## src/rtl/fc_neuron_mac_if.sv

```systemverilog
// Activation stream, result stream and configuration bus of one fully-connected neuron.
// The neuron itself sits on the slave side; the driver of activations and weights sits on the master side.
interface fc_neuron_mac_if #(
    parameter int DATA_W = 32,
    parameter int W_W    = 16,
    parameter int OUT_W  = 16,
    parameter int AW     = 4
) ();
    logic              cfg_we;
    logic [AW-1:0]     cfg_addr;
    logic [W_W-1:0]    cfg_wdata;
    logic              in_valid;
    logic              in_ready;
    logic [DATA_W-1:0] in_data;
    logic              out_valid;
    logic              out_ready;
    logic [OUT_W-1:0]  out_data;
    logic              out_sat;

    modport slave (
        input  cfg_we, cfg_addr, cfg_wdata, in_valid, in_data, out_ready,
        output in_ready, out_valid, out_data, out_sat
    );

    modport master (
        output cfg_we, cfg_addr, cfg_wdata, in_valid, in_data, out_ready,
        input  in_ready, out_valid, out_data, out_sat
    );
endinterface

```

## src/rtl/fc_neuron_mac.sv

```systemverilog
// Time-multiplexed fully-connected neuron: one shared signed multiplier accumulates N_IN activations
// against runtime-writable weights, then adds the bias, rescales, optionally applies ReLU and saturates.
module fc_neuron_mac #(
    parameter int N_IN   = 15,
    parameter int DATA_W = 32,
    parameter int W_W    = 16,
    parameter int ACC_W  = 48,
    parameter int FRAC   = 13,
    parameter int OUT_W  = 16,
    parameter int RELU   = 1
) (
    input  logic           clk,
    input  logic           reset,
    fc_neuron_mac_if.slave bus,
    output logic           busy
);
    localparam int AW  = $clog2(N_IN + 1);
    localparam int IW  = $clog2(N_IN);
    localparam int P_W = DATA_W + W_W;

    localparam logic signed [ACC_W-1:0] Q_MAX = {{(ACC_W-OUT_W+1){1'b0}}, {(OUT_W-1){1'b1}}};
    localparam logic signed [ACC_W-1:0] Q_MIN = {{(ACC_W-OUT_W+1){1'b1}}, {(OUT_W-1){1'b0}}};
    localparam logic [OUT_W-1:0]        O_MAX = {1'b0, {(OUT_W-1){1'b1}}};
    localparam logic [OUT_W-1:0]        O_MIN = {1'b1, {(OUT_W-1){1'b0}}};

    typedef enum logic [1:0] {IDLE, ACC, FIN, OUT} state_t;

    state_t                   state_r;
    state_t                   state_s;
    logic signed [W_W-1:0]    w_mem_r [N_IN];
    logic signed [W_W-1:0]    bias_r;
    logic signed [ACC_W-1:0]  acc_r;
    logic signed [ACC_W-1:0]  sum_r;
    logic [IW-1:0]            idx_r;
    logic [OUT_W-1:0]         out_data_r;
    logic                     out_sat_r;
    logic                     out_valid_r;
    logic                     in_ready_r;
    logic                     accept_s;
    logic                     last_s;
    logic                     cfg_ok_s;
    logic signed [P_W-1:0]    prod_s;

    // Returns {sat, data}: floor-shift by FRAC, then ReLU and clip to the signed output range.
    function automatic logic [OUT_W:0] rescale_f(input logic signed [ACC_W-1:0] s);
        logic signed [ACC_W-1:0] q;
        q = s >>> FRAC;
        if ((RELU != 0) && s[ACC_W-1]) begin
            rescale_f = {1'b0, {OUT_W{1'b0}}};
        end else if (q > Q_MAX) begin
            rescale_f = {1'b1, O_MAX};
        end else if ((RELU == 0) && (q < Q_MIN)) begin
            rescale_f = {1'b1, O_MIN};
        end else begin
            rescale_f = {1'b0, q[OUT_W-1:0]};
        end
    endfunction

    assign accept_s = bus.in_valid && in_ready_r;
    assign last_s   = (idx_r == IW'(N_IN - 1));
    // Weights may only change between vectors, so a vector always sees a consistent weight set.
    assign cfg_ok_s = bus.cfg_we && (state_r == IDLE) && (idx_r == {IW{1'b0}});
    assign prod_s   = P_W'($signed(bus.in_data)) * P_W'(w_mem_r[idx_r]);

    assign bus.in_ready  = in_ready_r;
    assign bus.out_valid = out_valid_r;
    assign bus.out_data  = out_data_r;
    assign bus.out_sat   = out_sat_r;
    assign busy          = (state_r != IDLE);

    // Next-state decode of the accumulate / finish / output sequence
    always_comb begin
        state_s = state_r;
        case (state_r)
            IDLE: begin
                if (accept_s) state_s = ACC;
                else          state_s = IDLE;
            end
            ACC: begin
                if (accept_s && last_s) state_s = FIN;
                else                    state_s = ACC;
            end
            FIN: state_s = OUT;
            OUT: begin
                if (out_valid_r && bus.out_ready) state_s = IDLE;
                else                              state_s = OUT;
            end
            default: state_s = IDLE;
        endcase
    end

    // State register
    always_ff @(posedge clk) begin
        if (reset) state_r <= IDLE;
        else       state_r <= state_s;
    end

    // Configuration registers, accumulator and registered outputs
    always_ff @(posedge clk) begin
        if (reset) begin
            for (int i = 0; i < N_IN; i++) w_mem_r[i] <= {W_W{1'b0}};
            bias_r      <= {W_W{1'b0}};
            acc_r       <= {ACC_W{1'b0}};
            sum_r       <= {ACC_W{1'b0}};
            idx_r       <= {IW{1'b0}};
            out_data_r  <= {OUT_W{1'b0}};
            out_sat_r   <= 1'b0;
            out_valid_r <= 1'b0;
            in_ready_r  <= 1'b0;
        end else begin
            if (cfg_ok_s) begin
                if (bus.cfg_addr < AW'(N_IN)) begin
                    w_mem_r[bus.cfg_addr[IW-1:0]] <= $signed(bus.cfg_wdata);
                end else if (bus.cfg_addr == AW'(N_IN)) begin
                    bias_r <= $signed(bus.cfg_wdata);
                end
            end

            in_ready_r <= (state_s == IDLE) || (state_s == ACC);

            // A write landing with the first beat does not affect that beat: the read above uses the old W[0].
            if (accept_s) begin
                acc_r <= acc_r + ACC_W'(prod_s);
                idx_r <= last_s ? {IW{1'b0}} : idx_r + IW'(1);
            end

            if (state_r == FIN) begin
                sum_r <= acc_r + ACC_W'(bias_r);
            end

            if ((state_r == OUT) && !out_valid_r) begin
                {out_sat_r, out_data_r} <= rescale_f(sum_r);
                out_valid_r             <= 1'b1;
            end else if (out_valid_r && bus.out_ready) begin
                out_valid_r <= 1'b0;
                acc_r       <= {ACC_W{1'b0}};
                idx_r       <= {IW{1'b0}};
            end
        end
    end
endmodule

```

## src/flat_wrapper.sv

```systemverilog
// flat-port wrapper written by rule: the top's interface ports become plain ports
module fc_neuron_mac_flat 
#(
    parameter int N_IN   = 15,
    parameter int DATA_W = 32,
    parameter int W_W    = 16,
    parameter int ACC_W  = 48,
    parameter int FRAC   = 13,
    parameter int OUT_W  = 16,
    parameter int RELU   = 1
)
  (clk, reset, busy, bus_cfg_we, bus_cfg_addr, bus_cfg_wdata, bus_in_valid, bus_in_data, bus_out_ready, bus_in_ready, bus_out_valid, bus_out_data, bus_out_sat);
  fc_neuron_mac_if #(.DATA_W(DATA_W), .W_W(W_W), .OUT_W(OUT_W), .AW((4))) bus_i ();
  input  logic clk;
  input  logic reset;
  output logic busy;
  input wire logic [$bits(bus_i.cfg_we)-1:0] bus_cfg_we;
  input wire logic [$bits(bus_i.cfg_addr)-1:0] bus_cfg_addr;
  input wire logic [$bits(bus_i.cfg_wdata)-1:0] bus_cfg_wdata;
  input wire logic [$bits(bus_i.in_valid)-1:0] bus_in_valid;
  input wire logic [$bits(bus_i.in_data)-1:0] bus_in_data;
  input wire logic [$bits(bus_i.out_ready)-1:0] bus_out_ready;
  output wire logic [$bits(bus_i.in_ready)-1:0] bus_in_ready;
  output wire logic [$bits(bus_i.out_valid)-1:0] bus_out_valid;
  output wire logic [$bits(bus_i.out_data)-1:0] bus_out_data;
  output wire logic [$bits(bus_i.out_sat)-1:0] bus_out_sat;
  assign bus_i.cfg_we = bus_cfg_we;
  assign bus_i.cfg_addr = bus_cfg_addr;
  assign bus_i.cfg_wdata = bus_cfg_wdata;
  assign bus_i.in_valid = bus_in_valid;
  assign bus_i.in_data = bus_in_data;
  assign bus_i.out_ready = bus_out_ready;
  assign bus_in_ready = bus_i.in_ready;
  assign bus_out_valid = bus_i.out_valid;
  assign bus_out_data = bus_i.out_data;
  assign bus_out_sat = bus_i.out_sat;
  fc_neuron_mac #(.N_IN(N_IN), .DATA_W(DATA_W), .W_W(W_W), .ACC_W(ACC_W), .FRAC(FRAC), .OUT_W(OUT_W), .RELU(RELU)) u_core (.clk(clk), .reset(reset), .bus(bus_i), .busy(busy));
endmodule
```

## config.mk

```make
export PLATFORM = sky130hd
export DESIGN_NAME = fc_neuron_mac_flat
export DESIGN_NICKNAME = d
export VERILOG_FILES = /design/src/rtl/fc_neuron_mac_if.sv /design/src/rtl/fc_neuron_mac.sv /design/src/flat_wrapper.sv
export SDC_FILE = /design/constraint.sdc
export NUM_CORES = 2
export LEC_CHECK = 0
export ABC_AREA = 0
export BUFFER_PORTS_ARGS = -buffer_cell sky130_fd_sc_hd__buf_2
export CAP_MARGIN = 25
export CORE_MARGIN = 1.5
export CORE_UTILIZATION = 54
export DETAILED_ROUTE_END_ITERATION = 12
export PLACE_DENSITY_LB_ADDON = 0.15
export SYNTH_ARGS = -nofsm -noshare
export SYNTH_HDL_FRONTEND = slang
export SYNTH_SLANG_ARGS = --single-unit
```

## constraint.sdc

```tcl
create_clock -name clk -period 8.1 [get_ports clk]
set_input_delay 0.405 -clock clk [delete_from_list [all_inputs] [get_ports clk]]
set_output_delay 0.405 -clock clk [all_outputs]
set_load 0.03 [all_outputs]
```

==> impl_metrics.py <==
metrics = {
    "run_status": {
        "status": "complete, no violations",
    },
    "clock_network": {
        "root_buffer": "clkbuf_16",
        "cts_sinks": 380,
        "cts.clk_slew.worst_paths_ns": 0.07,
        "clk_path_buf_depth": 3,
        "numCtsBuffers": 38,
        "clkLatencyLatePin_ns": 0.58,
        "cts_tree": "yes",
        "htree_levels": 2,
    },
    "yosys": {
        "yosys.area_share.simple_pct": 16.2,
        "synth_compound_area_share_pct": 5.88,
        "synth_top_area_share_pct": 28.9,
        "synth_top_flop_cell": "edfxtp_1",
        "synth-edff-count": 256,
        "synth_warnings": 0,
        "synth_top_family_by_area": "adder cells",
        "syn_inst": 3593,
        "async_reset_ff_share_pct": 0,
        "synthXorXnorAreaFrac_pct": 1.93,
        "synth_mux_area_share_pct": 5.43,
        "synth.distinct_cells": 77,
        "synth-seq-area-share_pct": 27.6,
        "avgSynthCellArea_sq_um": 10.3,
        "ys_ff_latch": 380,
        "synthAdderAreaFrac_pct": 34.9,
        "netlist_area_sq_um": 36900,
        "synth_area_leaders": "fa_1 (29%), edfxtp_1 (21%), and2_1 (7.5%)",
        "synth_largest_area_cell": "fa_1",
    },
    "layout": {
        "final_nets": 4413,
        "postLayoutCellArea_sq_um": 40200,
        "nFillCells": 5591,
        "final_cell_mix": "inv_1 (604), fa_1 (530), and2_1 (438)",
        "area_delta_synth_final_pct": 8.97,
        "layout_commonest_cell": "inv_1",
        "seq_area_sq_um": 10200,
        "multiInputGateArea_sq_um": 24000,
        "drive_above_1_share_pct": 10.6,
    },
    "worst_setup_path": {
        "cp-end-kind": "register",
        "crit_fanout": 13,
        "cp.depth": 27,
        "r2r-end": "u_core.acc_r[31]",
        "crit_required_ns": 8.57,
        "endpoint": "u_core.acc_r[31]",
        "cp_slowest_cell": "mux4_2",
        "cpLargestDelayFamily": "adder cells",
        "critPathMaxStageDelay_ns": 0.66,
        "timing.rr.start": "u_core.idx_r[0]",
        "critical_path_class": "register to register",
        "crit_buf_inv": 8,
        "critPathLaunch": "u_core.idx_r[0]",
        "worstRegToRegCells": 27,
        "cp_data_arrival_time_ns": 8.41,
        "worstSetupStartpointType": "register",
        "crit_top_cell": "fa_1",
        "r2r_slack_ns": 0.16,
    },
    "route": {
        "routedWlPerCell_um": 21.6,
        "vias": 25900,
        "wl_mm": 98.1,
        "viasPerCell": 5.69,
        "drc_errors": 0,
        "antenna_violating_nets_post_route": 0,
        "drtIter0Drc": 2169,
        "dr.pass1.iters": 6,
    },
    "worst_hold_path": {
        "hp-class": "primary input to register",
    },
    "timing": {
        "tightest_slew_ns": 1.09,
        "max_slew_margin_pct": 27.4,
        "final_max_slew_viol_count": 0,
        "max_freq_mhz": 126,
        "hold_slack_ns": 0.240,
        "clock_skew_ns": 0.0389,
        "layout_min_cycle_time_ns": 7.94,
        "rsz0062_at_grt": "true",
        "finalHoldViolCount": 0,
        "finalSetupViolations": 0,
        "fin_crit_sh_pct": 98.0,
    },
    "floorplanning": {
        "start_util_pct": 54.7,
        "rows": 95,
        "dieArea_sq_um": 69800,
        "fp.coreArea_sq_um": 67400,
        "die_w_um": 264,
        "chipHeight_um": 264,
        "ios": 77,
    },
    "global_routing": {
        "grt_use_total_pct": 28.2,
        "overflow": 0,
        "antenna_found_initial": 3,
        "grt_pass1_vias": 27200,
        "grt_pass1_wl_mm": 154,
        "grt_max_degree": 85,
    },
    "place": {
        "dp_hpwl_mm": 73.1,
        "io_buffers": 76,
        "place_area_sq_um": 38400,
        "gp_congestion": 0.917,
    },
    "flow_run": {
        "drv_cap": 0,
    },
}
## metal layers
layer	track usage, %	routed length [um]	vias to the layer above
li1	-	-	11500
met1	41.2	43100	13200
met2	45.2	45100	979
met3	3.84	7660	167
met4	6.32	2250	4
met5	0	27	-
## registers in the layout (all words and copies together) (netlist names), 2 cells and up
name	count
u_core.state_r	2
u_core.w_mem_r	256
u_core.bus.out_data	16
u_core.idx_r	4
u_core.sum_r	35
u_core.acc_r	48
u_core.bias_r	16
## logic make-up (layout without fill, tap and decap cells)
logic type                 Yosys count  in the layout
and+or+nand+nor                   1187           1187
buffers and inverters              789            850
adders and majority gates          708            708
DFF                                380            380
AOI/OAI and AO/OA                  348            348
muxes                              101            108
xor gates and xnor gates            79             79
other                                1             17
## synthesized netlist by cell type, types with 4 or more instances
| cell type | n |
|---|---|
| inv_1 | 605 |
| fa_1 | 532 |
| and2_1 | 442 |
| nand2_1 | 434 |
| edfxtp_1 | 256 |
| ha_1 | 176 |
| clkbuf_1 | 163 |
| a21oi_1 | 151 |
| nor2_1 | 140 |
| dfxtp_1 | 124 |
| mux4_2 | 79 |
| o21ai_0 | 51 |
| xnor2_1 | 51 |
| a21o_1 | 44 |
| nor3_1 | 34 |
| nand3_1 | 30 |
| xor2_1 | 27 |
| mux2i_1 | 21 |
| or2_2 | 21 |
| nand4_1 | 20 |
| a211oi_1 | 14 |
| o21bai_1 | 14 |
| and3_1 | 11 |
| o21a_1 | 11 |
| buf_1 | 10 |
| o211ai_1 | 10 |
| a31oi_1 | 9 |
| buf_2 | 9 |
| nand2b_1 | 9 |
| nand3b_1 | 7 |
| nor2b_1 | 7 |
| nor4_1 | 6 |
| o21ai_1 | 6 |
| a211o_1 | 5 |
| or3_1 | 4 |
| or4_1 | 4 |
## final cells by class
class / instances / area share [%]
Clock inverter: 22 / 0.642
Clock buffer: 46 / 2.47
Sequential cell: 380 / 25.3
Multi-Input combinational cell: 2446 / 59.8
Tap cell: 873 / 2.72
Inverter: 605 / 5.65
Antenna cell: 1 / 0.00623
Timing Repair Buffer: 177 / 3.41
## per-stage QoR
stage | utilization (%) | worst slack, ns | TNS [ns] | std cells
floorplan | - | 0.245 | 0 | 3608
global placement | 57.0 | 0.179 | 0 | 4451
detailed placement | 57.0 | 0.112 | 0 | 4452
CTS | 58.8 | 0.0408 | 0 | 4520
global route | 59.6 | -0.0577 | -0.141 | 4549
finish | 59.6 | 0.159 | 0 | 4550
## how the worst min path moves through the flow
stage                            from                     end  slack [ns]  cells after the start
detailed placement   u_core.sum_r[13]        u_core.sum_r[13]        0.45                      2
global placement     u_core.sum_r[45]        u_core.sum_r[45]        0.44                      2
CTS                 bus_cfg_wdata[15]  u_core.w_mem_r[15][15]        0.22                      1
floorplan            u_core.sum_r[44]        u_core.sum_r[44]        0.42                      2
global route         bus_cfg_wdata[4]   u_core.w_mem_r[15][4]        0.23                      1
finish               bus_cfg_wdata[4]   u_core.w_mem_r[15][4]        0.24                      1
## timing repair
action	4_1_cts	5_1_grt
hold endpoints to repair	0	0
endpoints found under the setup margin	0	20
setup buffers	0	17
hold buffers	0	0
resized for setup	0	34
Power is left out: the tool's default activity adds up to more than one toggle a clock period on the data nets, which glitch-free logic cannot reach.
